==> config.mk <==
export PLATFORM = sky130hd
export DESIGN_NAME = id_ex_operand_stage
export DESIGN_NICKNAME = d
export VERILOG_FILES = /design/src/rtl/rv32_pkg.sv /design/src/rtl/id_ex_operand_stage_fwd_mux.sv /design/src/rtl/id_ex_operand_stage.sv
export SDC_FILE = /design/constraint.sdc
export NUM_CORES = 1
export LEC_CHECK = 0
export ABC_CLOCK_PERIOD_IN_PS = 3400
export CAP_MARGIN = 20
export CELL_PAD_IN_SITES_DETAIL_PLACEMENT = 0
export CELL_PAD_IN_SITES_GLOBAL_PLACEMENT = 1
export CORE_AREA = 2 2 218 134
export DETAILED_ROUTE_END_ITERATION = 10
export DIE_AREA = 0 0 220 136
export HOLD_SLACK_MARGIN = 0.08
export PLACE_DENSITY_LB_ADDON = 0.25
export SYNTH_ARGS = -nofsm -noshare
export SYNTH_HDL_FRONTEND = slang
export SYNTH_HIERARCHICAL = 1
export SYNTH_SLANG_ARGS = --single-unit
==> constraint.sdc <==
create_clock -name CLK -period 3.4 [get_ports CLK]
set_input_delay 0.68 -clock CLK [delete_from_list [all_inputs] [get_ports CLK]]
set_output_delay 0.68 -clock CLK [all_outputs]
set_load 0.05 [all_outputs]
==> src/rtl/rv32_pkg.sv <==
// Shared RV32IM definitions: datapath widths, ALU SELECT codes, operand
// select encodings and the helper that builds the ALU SELECT code.
package rv32_pkg;

    localparam int XLEN   = 32;
    localparam int REG_AW = 5;

    // Operand source selects
    localparam logic OP1_RS1 = 1'b0;
    localparam logic OP1_PC  = 1'b1;
    localparam logic OP2_RS2 = 1'b0;
    localparam logic OP2_IMM = 1'b1;

    // func3 of the shift-right group (SRL/SRA/SRLI/SRAI)
    localparam logic [2:0] F3_SR = 3'b101;

    // ALU SELECT codes, laid out as {func3, func7[0], func7[5]}
    localparam logic [4:0] ALU_ADD    = 5'b00000;
    localparam logic [4:0] ALU_SUB    = 5'b00001;
    localparam logic [4:0] ALU_SLL    = 5'b00100;
    localparam logic [4:0] ALU_SLT    = 5'b01000;
    localparam logic [4:0] ALU_SLTU   = 5'b01100;
    localparam logic [4:0] ALU_XOR    = 5'b10000;
    localparam logic [4:0] ALU_SRL    = 5'b10100;
    localparam logic [4:0] ALU_SRA    = 5'b10101;
    localparam logic [4:0] ALU_OR     = 5'b11000;
    localparam logic [4:0] ALU_AND    = 5'b11100;
    localparam logic [4:0] ALU_MUL    = 5'b00010;
    localparam logic [4:0] ALU_MULH   = 5'b00110;
    localparam logic [4:0] ALU_MULHSU = 5'b01010;
    localparam logic [4:0] ALU_MULHU  = 5'b01110;
    localparam logic [4:0] ALU_DIV    = 5'b10010;
    localparam logic [4:0] ALU_DIVU   = 5'b10110;
    localparam logic [4:0] ALU_REM    = 5'b11010;
    localparam logic [4:0] ALU_REMU   = 5'b11110;

    // Build the ALU SELECT code. Immediate forms carry no func7, so
    // func7[0] is dropped for them; func7[5] survives only for SRAI, where
    // it is part of the immediate encoding. ADDI must never become SUB.
    function automatic logic [4:0] build_alu_select(
        input logic [2:0] func3,
        input logic       func7_0,
        input logic       func7_5,
        input logic       is_rtype
    );
        logic f7_0_eff;
        logic f7_5_eff;
        f7_0_eff = is_rtype & func7_0;
        f7_5_eff = func7_5 & (is_rtype | (func3 == F3_SR));
        return {func3, f7_0_eff, f7_5_eff};
    endfunction

endpackage

==> src/rtl/id_ex_operand_stage_fwd_mux.sv <==
// Forwarding mux for one source operand. EX/MEM is the younger producer
// and wins over MEM/WB; x0 is hard-wired zero and is never forwarded.
module fwd_mux #(
    parameter int DATA_W = 32,
    parameter int ADDR_W = 5
) (
    input  logic [ADDR_W-1:0] i_rs_addr,
    input  logic [DATA_W-1:0] i_rf_data,
    input  logic [ADDR_W-1:0] i_exmem_rd,
    input  logic              i_exmem_we,
    input  logic [DATA_W-1:0] i_exmem_result,
    input  logic [ADDR_W-1:0] i_memwb_rd,
    input  logic              i_memwb_we,
    input  logic [DATA_W-1:0] i_memwb_result,
    output logic [DATA_W-1:0] o_value
);

    logic w_rs_nonzero;
    logic w_hit_exmem;
    logic w_hit_memwb;

    assign w_rs_nonzero = (i_rs_addr != '0);
    assign w_hit_exmem  = i_exmem_we & w_rs_nonzero & (i_exmem_rd == i_rs_addr);
    assign w_hit_memwb  = i_memwb_we & w_rs_nonzero & (i_memwb_rd == i_rs_addr);

    // Pick the youngest matching producer, else the registered RF value
    always_comb begin
        o_value = i_rf_data;
        if (w_hit_exmem) begin
            o_value = i_exmem_result;
        end else if (w_hit_memwb) begin
            o_value = i_memwb_result;
        end
    end

endmodule

==> src/rtl/id_ex_operand_stage.sv <==
// ID/EX pipeline register with EX-stage operand forwarding. Holds the
// decoded instruction for one cycle, builds the ALU SELECT code at capture
// time and resolves RAW hazards against EX/MEM and MEM/WB combinationally.
module id_ex_operand_stage #(
    parameter int XLEN   = 32,
    parameter int REG_AW = 5
) (
    input  logic              CLK,
    input  logic              RESET,
    input  logic              STALL,
    input  logic              FLUSH,
    input  logic              ID_VALID,
    input  logic [XLEN-1:0]   ID_PC,
    input  logic [XLEN-1:0]   ID_RS1_DATA,
    input  logic [XLEN-1:0]   ID_RS2_DATA,
    input  logic [XLEN-1:0]   ID_IMM,
    input  logic [REG_AW-1:0] ID_RS1_ADDR,
    input  logic [REG_AW-1:0] ID_RS2_ADDR,
    input  logic [REG_AW-1:0] ID_RD_ADDR,
    input  logic [2:0]        ID_FUNC3,
    input  logic              ID_FUNC7_0,
    input  logic              ID_FUNC7_5,
    input  logic              ID_IS_RTYPE,
    input  logic              ID_OP1_SEL,
    input  logic              ID_OP2_SEL,
    input  logic              ID_REG_WRITE,
    input  logic [REG_AW-1:0] EXMEM_RD_ADDR,
    input  logic              EXMEM_REG_WRITE,
    input  logic [XLEN-1:0]   EXMEM_RESULT,
    input  logic [REG_AW-1:0] MEMWB_RD_ADDR,
    input  logic              MEMWB_REG_WRITE,
    input  logic [XLEN-1:0]   MEMWB_RESULT,
    output logic [XLEN-1:0]   ALU_DATA1,
    output logic [XLEN-1:0]   ALU_DATA2,
    output logic [4:0]        ALU_SELECT,
    output logic [XLEN-1:0]   EX_STORE_DATA,
    output logic [XLEN-1:0]   EX_PC,
    output logic [REG_AW-1:0] EX_RD_ADDR,
    output logic              EX_REG_WRITE,
    output logic              EX_VALID
);

    import rv32_pkg::*;

    // ID/EX register contents
    logic              r_valid;
    logic              r_reg_write;
    logic [4:0]        r_select;
    logic [REG_AW-1:0] r_rd_addr;
    logic [XLEN-1:0]   r_pc;
    logic [XLEN-1:0]   r_imm;
    logic              r_op1_sel;
    logic              r_op2_sel;
    logic [REG_AW-1:0] r_rs_addr [2];
    logic [XLEN-1:0]   r_rs_data [2];

    logic [XLEN-1:0]   w_fwd     [2];
    logic              w_refresh [2];
    logic [4:0]        w_select;

    assign w_select = build_alu_select(ID_FUNC3, ID_FUNC7_0, ID_FUNC7_5, ID_IS_RTYPE);

    // Per-operand forwarding and stall-refresh detection
    generate
        for (genvar gi = 0; gi < 2; gi++) begin : g_operand
            // A held operand whose producer retires from MEM/WB during a
            // stall would otherwise be lost once MEM/WB moves on.
            assign w_refresh[gi] = MEMWB_REG_WRITE
                                 & (MEMWB_RD_ADDR == r_rs_addr[gi])
                                 & (r_rs_addr[gi] != '0);

            fwd_mux #(
                .DATA_W (XLEN),
                .ADDR_W (REG_AW)
            ) u_fwd_mux (
                .i_rs_addr      (r_rs_addr[gi]),
                .i_rf_data      (r_rs_data[gi]),
                .i_exmem_rd     (EXMEM_RD_ADDR),
                .i_exmem_we     (EXMEM_REG_WRITE),
                .i_exmem_result (EXMEM_RESULT),
                .i_memwb_rd     (MEMWB_RD_ADDR),
                .i_memwb_we     (MEMWB_REG_WRITE),
                .i_memwb_result (MEMWB_RESULT),
                .o_value        (w_fwd[gi])
            );
        end
    endgenerate

    // ID/EX register: reset > flush > stall (with refresh) > load; invalid loads become bubbles
    always_ff @(posedge CLK) begin
        if (RESET || FLUSH || (!STALL && !ID_VALID)) begin
            r_valid      <= 1'b0;
            r_reg_write  <= 1'b0;
            r_select     <= ALU_ADD;
            r_rd_addr    <= '0;
            r_pc         <= '0;
            r_imm        <= '0;
            r_op1_sel    <= OP1_RS1;
            r_op2_sel    <= OP2_RS2;
            r_rs_addr[0] <= '0;
            r_rs_addr[1] <= '0;
            r_rs_data[0] <= '0;
            r_rs_data[1] <= '0;
        end else if (STALL) begin
            for (int i = 0; i < 2; i++) begin
                if (w_refresh[i]) begin
                    r_rs_data[i] <= MEMWB_RESULT;
                end
            end
        end else begin
            r_valid      <= 1'b1;
            r_reg_write  <= ID_REG_WRITE;
            r_select     <= w_select;
            r_rd_addr    <= ID_RD_ADDR;
            r_pc         <= ID_PC;
            r_imm        <= ID_IMM;
            r_op1_sel    <= ID_OP1_SEL;
            r_op2_sel    <= ID_OP2_SEL;
            r_rs_addr[0] <= ID_RS1_ADDR;
            r_rs_addr[1] <= ID_RS2_ADDR;
            r_rs_data[0] <= ID_RS1_DATA;
            r_rs_data[1] <= ID_RS2_DATA;
        end
    end

    // ALU operand muxes after forwarding
    always_comb begin
        ALU_DATA1 = w_fwd[0];
        ALU_DATA2 = w_fwd[1];
        if (r_op1_sel == OP1_PC) begin
            ALU_DATA1 = r_pc;
        end
        if (r_op2_sel == OP2_IMM) begin
            ALU_DATA2 = r_imm;
        end
    end

    assign ALU_SELECT    = r_select;
    assign EX_STORE_DATA = w_fwd[1];
    assign EX_PC         = r_pc;
    assign EX_RD_ADDR    = r_rd_addr;
    assign EX_REG_WRITE  = r_reg_write;
    assign EX_VALID      = r_valid;

endmodule
==> results.txt, run 1 <==
IO Port Bufs: 372
DRT Wirelength: 43.8 mm
Sequential Power Share: 35.2%
Max Cap Viol: 0
# IOs: 373
Die Y: 136 um
first-pass GRT wire length: 62.2 mm
P_int: 3.90 mW
Worst-Skew Late Latency: 450 ps
Synth Register Bits: 152
final core occ: 58.3%
via count: 9,993
clk slew on worst S/H paths: 70 ps
Initial Util: 31.5%
CTS tree: done
relative slew slack: 54.3%
largest net degree at the start of global routing: 95
post-route cell area: 0.0164 mm2
clock root buffer master: clkbuf_16
worst hold slack: 477 ps
Mapped Cells: 951
Routed WL per cell: 24.7 um
f_max: 289 MHz
R2R setup slack: 1300 ps
crit path from: r_rs_addr[0][3]$_SDFFCE_PN0P_
critical path arrival: 2770 ps
Die Span X: 220 um
Max Slew Vio Count: 0
vias in the first global route: 9,650
sequential area share after synthesis: 42.7%
area of placed instances: 0.0148 mm2
Total GRT Usage: 28.2%
initial DRC count: 996
Net Sw Frac: 31.8%
layout cells sized above 1: 30.2%
area grow syn2layout: 84.8%
half-perimeter wire length after placement: 31.5 mm
final hold vios: 0
CP endpoint kind: output pin
clock sinks: 152
core area: 0.0281 mm2
H-tree levels: 4
synth cell count leaders: 129 x nand3_1, 78 x dfxtp_1, 75 x a22o_1, 74 x edfxtp_1, 68 x nand4_1
Cell variety after synth: 37
worst r2r src: r_rs_addr[0][0]$_SDFFCE_PN0P_
CP peak stage delay: 620 ps
Mapped Area: 0.00886 mm2
Syn Nets: 1,184
Site Rows: 48
clk_skew: 11.9 ps
CP Launch Type: flop
CTS max path bufs: 2
CP Data Required Time: 2720 ps
drt pass-1 iters: 7
kind of critical path: flop to output pin
fin nets: 1,614
Final Critical Period: 3450 ps
initial antenna violation count: 4
Hold Path Class: flop to flop
Area contributors post-synth: edfxtp_1 25%, dfxtp_1 18%, mux2_2 8.1%
reg2reg end: r_rs_data[0][39]$_DFFE_PP_
Final ANT Viol Nets: 0
Worst VDD drop: 0.000207 V
RSZ-0062 raised after global routing: yes
number of synthesized flops with an enable pin: 74
Yosys top cell by area: edfxtp_1
synth warn: 6
run status: finished, violations left
final setup margin: -54.5 ps
Critical Path, Cell by Cell: or4_4, o211ai_4, or2_4, buf_12, a31oi_1, mux2_2, buf_12
CP max FO: 23
CP endpoint: ALU_DATA1[4]
CP max stage cell: or4_4
DIE AREA: 0.0299 mm2
Comb pwr share: 31.8%
NetSw: 1.82 mW
Final setup viols: 33
GRT overflow: 0
post-synthesis async set-or-reset flop share: 0%
P_leak: 6.23 nW
Final Cycle Share: 102%
fillers: 2,413
Worst-Margin Slew: 686 ps
Yosys top cell area share: 25.1%
Crit path top cell by count: buf_12
clock power share: 33.0%
PnR Total Power: 5.72 mW
vias per cell: 5.64
count leader, synth: nand3_1
power per cell area: 349 mW/mm2
Synth Flop Type: dfxtp_1
gpl congestion: 0.961
hold_buf cts: 0
DRC: 0
reg2reg path depth: 6
failing checks: setup timing
Post-Syn Area per Cell: 9.32 um2
CTS Buf Count: 17
-- stage by stage --
step	TNS, ps	setup slack [ps]	cells
after CTS	-1570	-89.1	1753
final	-582	-54.5	1773
after global placement	-3680	-150	1713
after floorplan	0	74.6	951
after global routing	-4610	-109	1769
after detailed placement	-4600	-190	1713
-- logic make-up (layout without fill, tap and decap cells) --
logic type | Yosys count | in the layout | share of synthesized area, %
AO/OA/AOI/OAI | 216 | 216 | 17.0
XOR/XNOR | 28 | 28 | 2.77
buffers and inverters | 105 | 548 | 6.39
flip-flops | 152 | 152 | 42.7
multiplexers | 65 | 65 | 8.24
other | 0 | 4 | 0
AND/OR/NAND/NOR | 385 | 385 | 22.9
-- power by group through the flow --
stage,Clock (mW),Combinational (mW),Sequential (mW)
2_1_floorplan,0,0.664,2.08
3_3_place_gp,0,1.67,2.05
3_5_place_dp,0,1.67,2.05
4_1_cts,1.92,1.73,2.01
5_1_grt,1.98,1.89,2.02
6_report,1.89,1.82,2.01
-- area by class of cell --
type	instances	area, um2	area share (%)
Antenna cell	4	10.0	0.0611
Clock buffer	21	482	2.94
Clock inverter	11	83.8	0.512
Inverter	2	7.51	0.0458
Multi-Input combinational cell	694	5440	33.2
Sequential cell	152	3790	23.1
Tap cell	375	469	2.86
Timing Repair Buffer	514	6100	37.2
-- flip-flops by register name, summed over array words and instances (netlist names) --
register	count
EX_PC	32
r_imm	32
EX_VALID	1
ALU_SELECT	5
r_rs_data	64
EX_REG_WRITE	1
r_rs_addr	10
r_op2_sel	1
r_op1_sel	1
EX_RD_ADDR	5
-- worst min path at each step --
stage | from | endpoint | slack, ps | depth (start not counted)
after floorplan | r_imm[13]$_SDFFE_PP0N_ | r_imm[13]$_SDFFE_PP0N_ | 440 | 1
after global placement | ALU_SELECT[0]$_SDFFE_PP0N_ | ALU_SELECT[0]$_SDFFE_PP0N_ | 450 | 1
after detailed placement | r_imm[21]$_SDFFE_PP0N_ | r_imm[21]$_SDFFE_PP0N_ | 450 | 1
after CTS | r_imm[4]$_SDFFE_PP0N_ | r_imm[4]$_SDFFE_PP0N_ | 470 | 1
after global routing | EX_RD_ADDR[2]$_SDFFE_PP0N_ | EX_RD_ADDR[2]$_SDFFE_PP0N_ | 480 | 1
final | ALU_SELECT[1]$_SDFFE_PP0N_ | ALU_SELECT[1]$_SDFFE_PP0N_ | 480 | 1
-- critical path, delay by kind of cell (launching register included) --
family / cells / cell delay [ps]
flip-flops: 1 / 400
AND/OR/NAND/NOR: 2 / 820
buffers and inverters: 2 / 350
multiplexers: 1 / 340
AO/OA/AOI/OAI: 2 / 410
-- repair_timing --
action / 4_1_cts / 5_1_grt
gates resized for setup: 66 / 99
pin swaps: 18 / 23
buffers inserted: 6 / 12
gates cloned: 2 / 6
setup endpoints to repair: 78 / 83
-- layer usage --
metal / global-route usage (%) / share of wire [%]
met1: 40.3 / 46
met2: 41.7 / 43
met4: 6.79 / 1.5
met3: 7.94 / 9.5
met5: 0 / 0.050
-- cell usage in the layout (no fill, tap or decap), drive strengths merged, types with 3 or more instances in the layout --
master,count
nand4,68
clkdlybuf4s50,267
xor2,3
nor3,66
dlygate4sd2,5
clkbuf,26
a22o,75
clkinv,5
mux2,64
and2,10
dfxtp,78
a31oi,64
xnor2,25
inv,8
nand3,129
or2,3
o211ai,4
edfxtp,74
nor2b,32
buf,232
dlymetal6s2s,4
o21ai,66
diode,4
nand2,67
Note: power is estimated with default switching activity, not from simulation.
==> run 2: changes to the inputs <==
CAP_MARGIN = 5   (was 20)
CTS_BUF_LIST = sky130_fd_sc_hd__clkbuf_2   (was default)
==> run 2 against run 1 <==
  * Die area unchanged
  * Power down 12%
  * First-iteration DRC count is 5.9% lower
  * Critical path type unchanged
  * The flow still finishes with violations (setup timing)
  * Register-to-register slack about the same
  * Clock power fell by 44%
  * Sequential share of layout area fell by 0.84 points
==> results.txt, run 2 (same netlist as run 1, synthesis figures left out) <==
layout cells sized above 1: 34.8%
drt pass-1 iters: 5
clock power share: 20.9%
Routed WL per cell: 25.3 um
hold_buf cts: 0
Critical Path, Cell by Cell: or4_4, o211ai_4, or2_4, buf_6, a31oi_4, buf_6, mux2_4, buf_12
# IOs: 373
failing checks: setup timing
initial antenna violation count: 4
Top reg by flops: r_rs_data
P_int: 3.24 mW
CP Data Required Time: 2720 ps
first-pass GRT wire length: 63.6 mm
clock sinks: 152
IO Port Bufs: 372
Final ANT Viol Nets: 0
Die Span X: 220 um
CP peak stage delay: 590 ps
post-place setup slack: -190 ps
Hold Path Class: primary input to flop
Initial Util: 31.5%
Final TNS setup: -36,520 ps
Final setup viols: 96
gpl congestion: 0.961
Max Cap Viol: 0
DRC: 0
RSZ-0062 raised after global routing: yes
GRT overflow: 0
initial DRC count: 937
vias in the first global route: 9,853
clk_skew: 63.0 ps
CP max FO: 7
critical path arrival: 3180 ps
Worst VDD drop: 0.000190 V
CP endpoint kind: output pin
largest net degree at the start of global routing: 95
DIE AREA: 0.0299 mm2
Die Y: 136 um
Worst-Margin Slew: 787 ps
most frequent cells in the layout: 276 x clkdlybuf4s50_1, 124 x nand3_1, 116 x buf_12
Sequential Power Share: 40.2%
Max Slew Vio Count: 0
final hold vios: 0
vias per cell: 5.68
area grow syn2layout: 91.7%
Total GRT Usage: 28.8%
Final Cycle Share: 114%
P_leak: 6.28 nW
f_max: 259 MHz
Final Critical Period: 3860 ps
final core occ: 60.5%
Net Sw Frac: 35.6%
relative slew slack: 47.5%
Comb pwr share: 38.9%
Site Rows: 48
DRT Wirelength: 44.9 mm
worst hold slack: 401 ps
half-perimeter wire length after placement: 31.5 mm
fin nets: 1,620
NetSw: 1.79 mW
Crit path top cell by count: buf_6
CP Launch Type: flop
PnR Total Power: 5.03 mW
run status: finished, violations left
H-tree levels: 4
CP max stage cell: or4_4
final setup margin: -461 ps
CTS tree: done
CTS Buf Count: 17
Worst-Skew Late Latency: 860 ps
clock root buffer master: clkbuf_2
power per cell area: 296 mW/mm2
via count: 10,100
CTS max path bufs: 2
clk slew on worst S/H paths: 300 ps
core area: 0.0281 mm2
max reg flops: 64
commonest non-fill, non-tap cell in the layout: clkdlybuf4s50_1
kind of critical path: flop to output pin
run 2: timing repair:
item / 4_1_cts / 5_1_grt
pin swaps: 21 / 29
setup endpoints to repair: 96 / 96
buffers inserted: 18 / 17
gates resized for setup: 192 / 151
cloned: 7 / 7
endpoints found under the hold margin: 0 / 0
run 2: final cells by class:
type	count	area, um2
Clock buffer	18	90.1
Tap cell	375	469
Fill cell	2320	11100
Sequential cell	152	3790
Antenna cell	4	10.0
Multi-Input combinational cell	694	6100
Clock inverter	14	121
Inverter	2	7.51
Timing Repair Buffer	520	6410
run 2: power by group through the flow:
stage / logic [mW] / clock network (mW) / registers, mW
floorplan: 0.664 / 0 / 2.08
global placement: 1.67 / 0 / 2.05
detailed placement: 1.67 / 0 / 2.05
CTS: 1.83 / 1.07 / 2.02
global route: 2.02 / 1.13 / 2.03
finish: 1.96 / 1.05 / 2.02
run 2: metal layers:
layer	vias to the layer above	global-route usage, %	part of all wire [%]
met2	525	42.5	44
met5	-	0	0.018
met1	4980	40.6	44
met4	2	7.87	1.6
li1	4539	-	-
met3	54	8.79	10
run 2: metrics by stage:
step / std cells / area (um2)
6_report: 1779 / 17000
5_1_grt: 1777 / 17000
4_1_cts: 1768 / 16200
3_5_place_dp: 1713 / 14800
3_3_place_gp: 1713 / 14800
2_1_floorplan: 951 / 9060
run 2: worst paths after layout:
check	from	to	slack, ps	depth (start not counted)
max	r_rs_addr[0][6]$_SDFFCE_PN0P_	ALU_DATA2[19]	-460	8
min	ID_IMM[24]	r_imm[24]$_SDFFE_PP0N_	400	2
max reg2reg	r_rs_addr[0][0]$_SDFFCE_PN0P_	r_rs_data[0][39]$_DFFE_PP_	1290	6
min reg2reg	r_imm[16]$_SDFFE_PP0N_	r_imm[16]$_SDFFE_PP0N_	510	1
run 2: worst max-delay path, delay by kind of cell (launching register included):
family / cells / cell delay, ps
AND/OR/NAND/NOR: 2 / 850
multiplexers: 1 / 280
flip-flops: 1 / 470
buffers and inverters: 3 / 440
AO/OA/AOI/OAI: 2 / 300
==> run 3: changes to the inputs <==
RECOVER_POWER = 50   (was default)
SETUP_SLACK_MARGIN = 0.4   (was default)
==> run 3 against run 2 <==
  * The run ends with capacitance limit, slew limit, setup timing left
  * Final cell count increased by 2.6%
  * Via count increased by 2.0%
  * Fmax decreased by 2.3%
  * Clock-buffer cell count unchanged
  * Critical path depth unchanged
  * Cell area increased by 0.57%
  * Sequential cell count unchanged
  * Register-to-register slack improved by 40 ps
  * Clock power about the same
  * Hold slack improved by 24 ps
  * Setup slack got worse by 91 ps
  * Largest power group unchanged
==> results.txt, run 3 (same netlist as run 1, synthesis figures left out) <==
run status: finished, violations left
failing checks: capacitance limit, slew limit, setup timing
Site Rows: 48
CP peak stage delay: 610 ps
vias per cell: 5.64
clock sinks: 152
clk_skew: 20.5 ps
Final setup viols: 107
post-place setup slack: -327 ps
DIE AREA: 0.0299 mm2
met2 wire length: 19.3 mm
half-perimeter wire length after placement: 34.6 mm
kind of critical path: flop to output pin
GRT overflow: 0
fillers: 2,289
# IOs: 373
f_max: 253 MHz
critical path arrival: 3270 ps
gpl congestion: 0.936
Total GRT Usage: 30.5%
area of the multi-input gates: 0.00604 mm2
initial antenna violation count: 9
Worst VDD drop: 0.000288 V
final hold vios: 0
vias in the first global route: 9,741
Final ANT Viol Nets: 0
Critical Path, Cell by Cell: or4_4, o211ai_4, or2_4, buf_6, buf_6, a31oi_2, mux2_4, buf_12
P_leak: 6.38 nW
CP Data Required Time: 2720 ps
Hold Path Class: primary input to flop
CTS tree: done
CP max FO: 4
register area: 0.00378 mm2
most frequent cells in the layout: 275 x clkdlybuf4s50_1, 124 x buf_4, 117 x buf_12
CTS Buf Count: 17
clock root buffer master: clkbuf_2
layout cells sized above 1: 34.7%
worst hold slack: 425 ps
DRT Wirelength: 47.0 mm
Crit path top cell by count: buf_6
largest net degree at the start of global routing: 111
post-route insts no fill: 1,825
clk slew on worst S/H paths: 250 ps
relative slew slack: -51.4%
Hold Startpoint: ID_PC[24]
DRC: 0
CTS max path bufs: 2
Final TNS setup: -45,790 ps
hold_buf cts: 0
Top Layer Used: met5
drt pass-1 iters: 6
power per cell area: 292 mW/mm2
CP Launch Type: flop
Final Critical Period: 3950 ps
Worst-Margin Slew: 2270 ps
H-tree levels: 4
metal3 WL: 5.65 mm
area grow syn2layout: 92.8%
via count: 10,300
M1 WL: 21.1 mm
Die Span X: 220 um
Max Slew Vio Count: 111
worst r2r src: r_rs_addr[0][5]$_SDFFCE_PN0P_
fin nets: 1,660
initial DRC count: 1,376
first-pass GRT wire length: 66.1 mm
Routed WL per cell: 25.7 um
final setup margin: -552 ps
Die Y: 136 um
crit path from: r_rs_addr[0][4]$_SDFFCE_PN0P_
IO Port Bufs: 372
CP endpoint kind: output pin
DP Cell Count: 1,753
Top reg by flops: r_rs_data
max reg flops: 64
Worst-Skew Late Latency: 820 ps
Final Cycle Share: 116%
RSZ-0062 raised after global routing: yes
core area: 0.0281 mm2
Initial Util: 31.5%
CP max stage cell: or4_4
commonest non-fill, non-tap cell in the layout: clkdlybuf4s50_1
Max Cap Viol: 1
==> run 3: cell types whose count changed in the layout (fill, tap and decap cells not counted), sizes merged <==
cell	previous run	this run
buf	237	278
clkdlybuf4s50	276	275
diode	4	10
clkbuf	25	24
clkinv	7	3
dlygate4sd3	0	1
inv	8	9
clkinvlp	0	3
==> run 3: per-stage QoR <==
step	total power [mW]	area (um2)	util [%]
detailed placement	3.79	15400	54.9
CTS	4.94	16700	59.5
finish	4.98	17100	60.8
global placement	3.78	15400	54.9
global route	5.13	17100	60.8
floorplan	2.79	9490	-
==> run 3: layout make-up <==
| cell class | instances | area share [%] |
|---|---|---|
| antenna | 10 | 0.146 |
| multi-input combinational | 694 | 35.3 |
| sequential | 152 | 22.1 |
| clock buffer | 18 | 0.527 |
| timing repair buffer | 560 | 38.3 |
| tap | 375 | 2.74 |
| clock inverter | 14 | 0.717 |
| inverter | 2 | 0.0439 |
==> run 3: where the power goes <==
part	internal, mW	switching (mW)	leakage [nW]
Combinational	0.954	0.983	4.75
Clock	0.275	0.756	0.134
Sequential	1.98	0.0334	1.49
Total	3.21	1.77	6.38
==> run 3: repair_timing <==
action                                  4_1_cts  5_1_grt
endpoints found under the setup margin       96       96
gates resized for setup                     170       72
buffers inserted                             16        7
hold endpoints to repair                      0        0
gates cloned                                  6        1
pin swaps                                    26        8
==> run 3: worst paths after layout <==
| check | end | slack [ps] | depth (start not counted) |
|---|---|---|---|
| worst min register to register | ALU_SELECT[0]$_SDFFE_PP0N_ | 510 | 1 |
| worst max-delay path | ALU_DATA1[15] | -550 | 8 |
| worst max register to register | r_rs_data[0][34]$_DFFE_PP_ | 1330 | 6 |
| worst min-delay path | EX_PC[24]$_SDFFE_PP0N_ | 430 | 2 |
==> run 3: critical path, delay by kind of cell (launching register included) <==
| kind | cells | cell delay (ps) |
|---|---|---|
| AOI/OAI and AO/OA | 2 | 410 |
| DFF | 1 | 470 |
| buffers and inverters | 3 | 410 |
| muxes | 1 | 320 |
| and+or+nand+nor | 2 | 820 |
==> run 3: layer usage <==
layer  up-vias  global-route usage, %
li1       4624                      -
met1      5056                   44.3
met2       561                   41.5
met3        57                   11.7
met4         2                   8.50
met5         -                      0
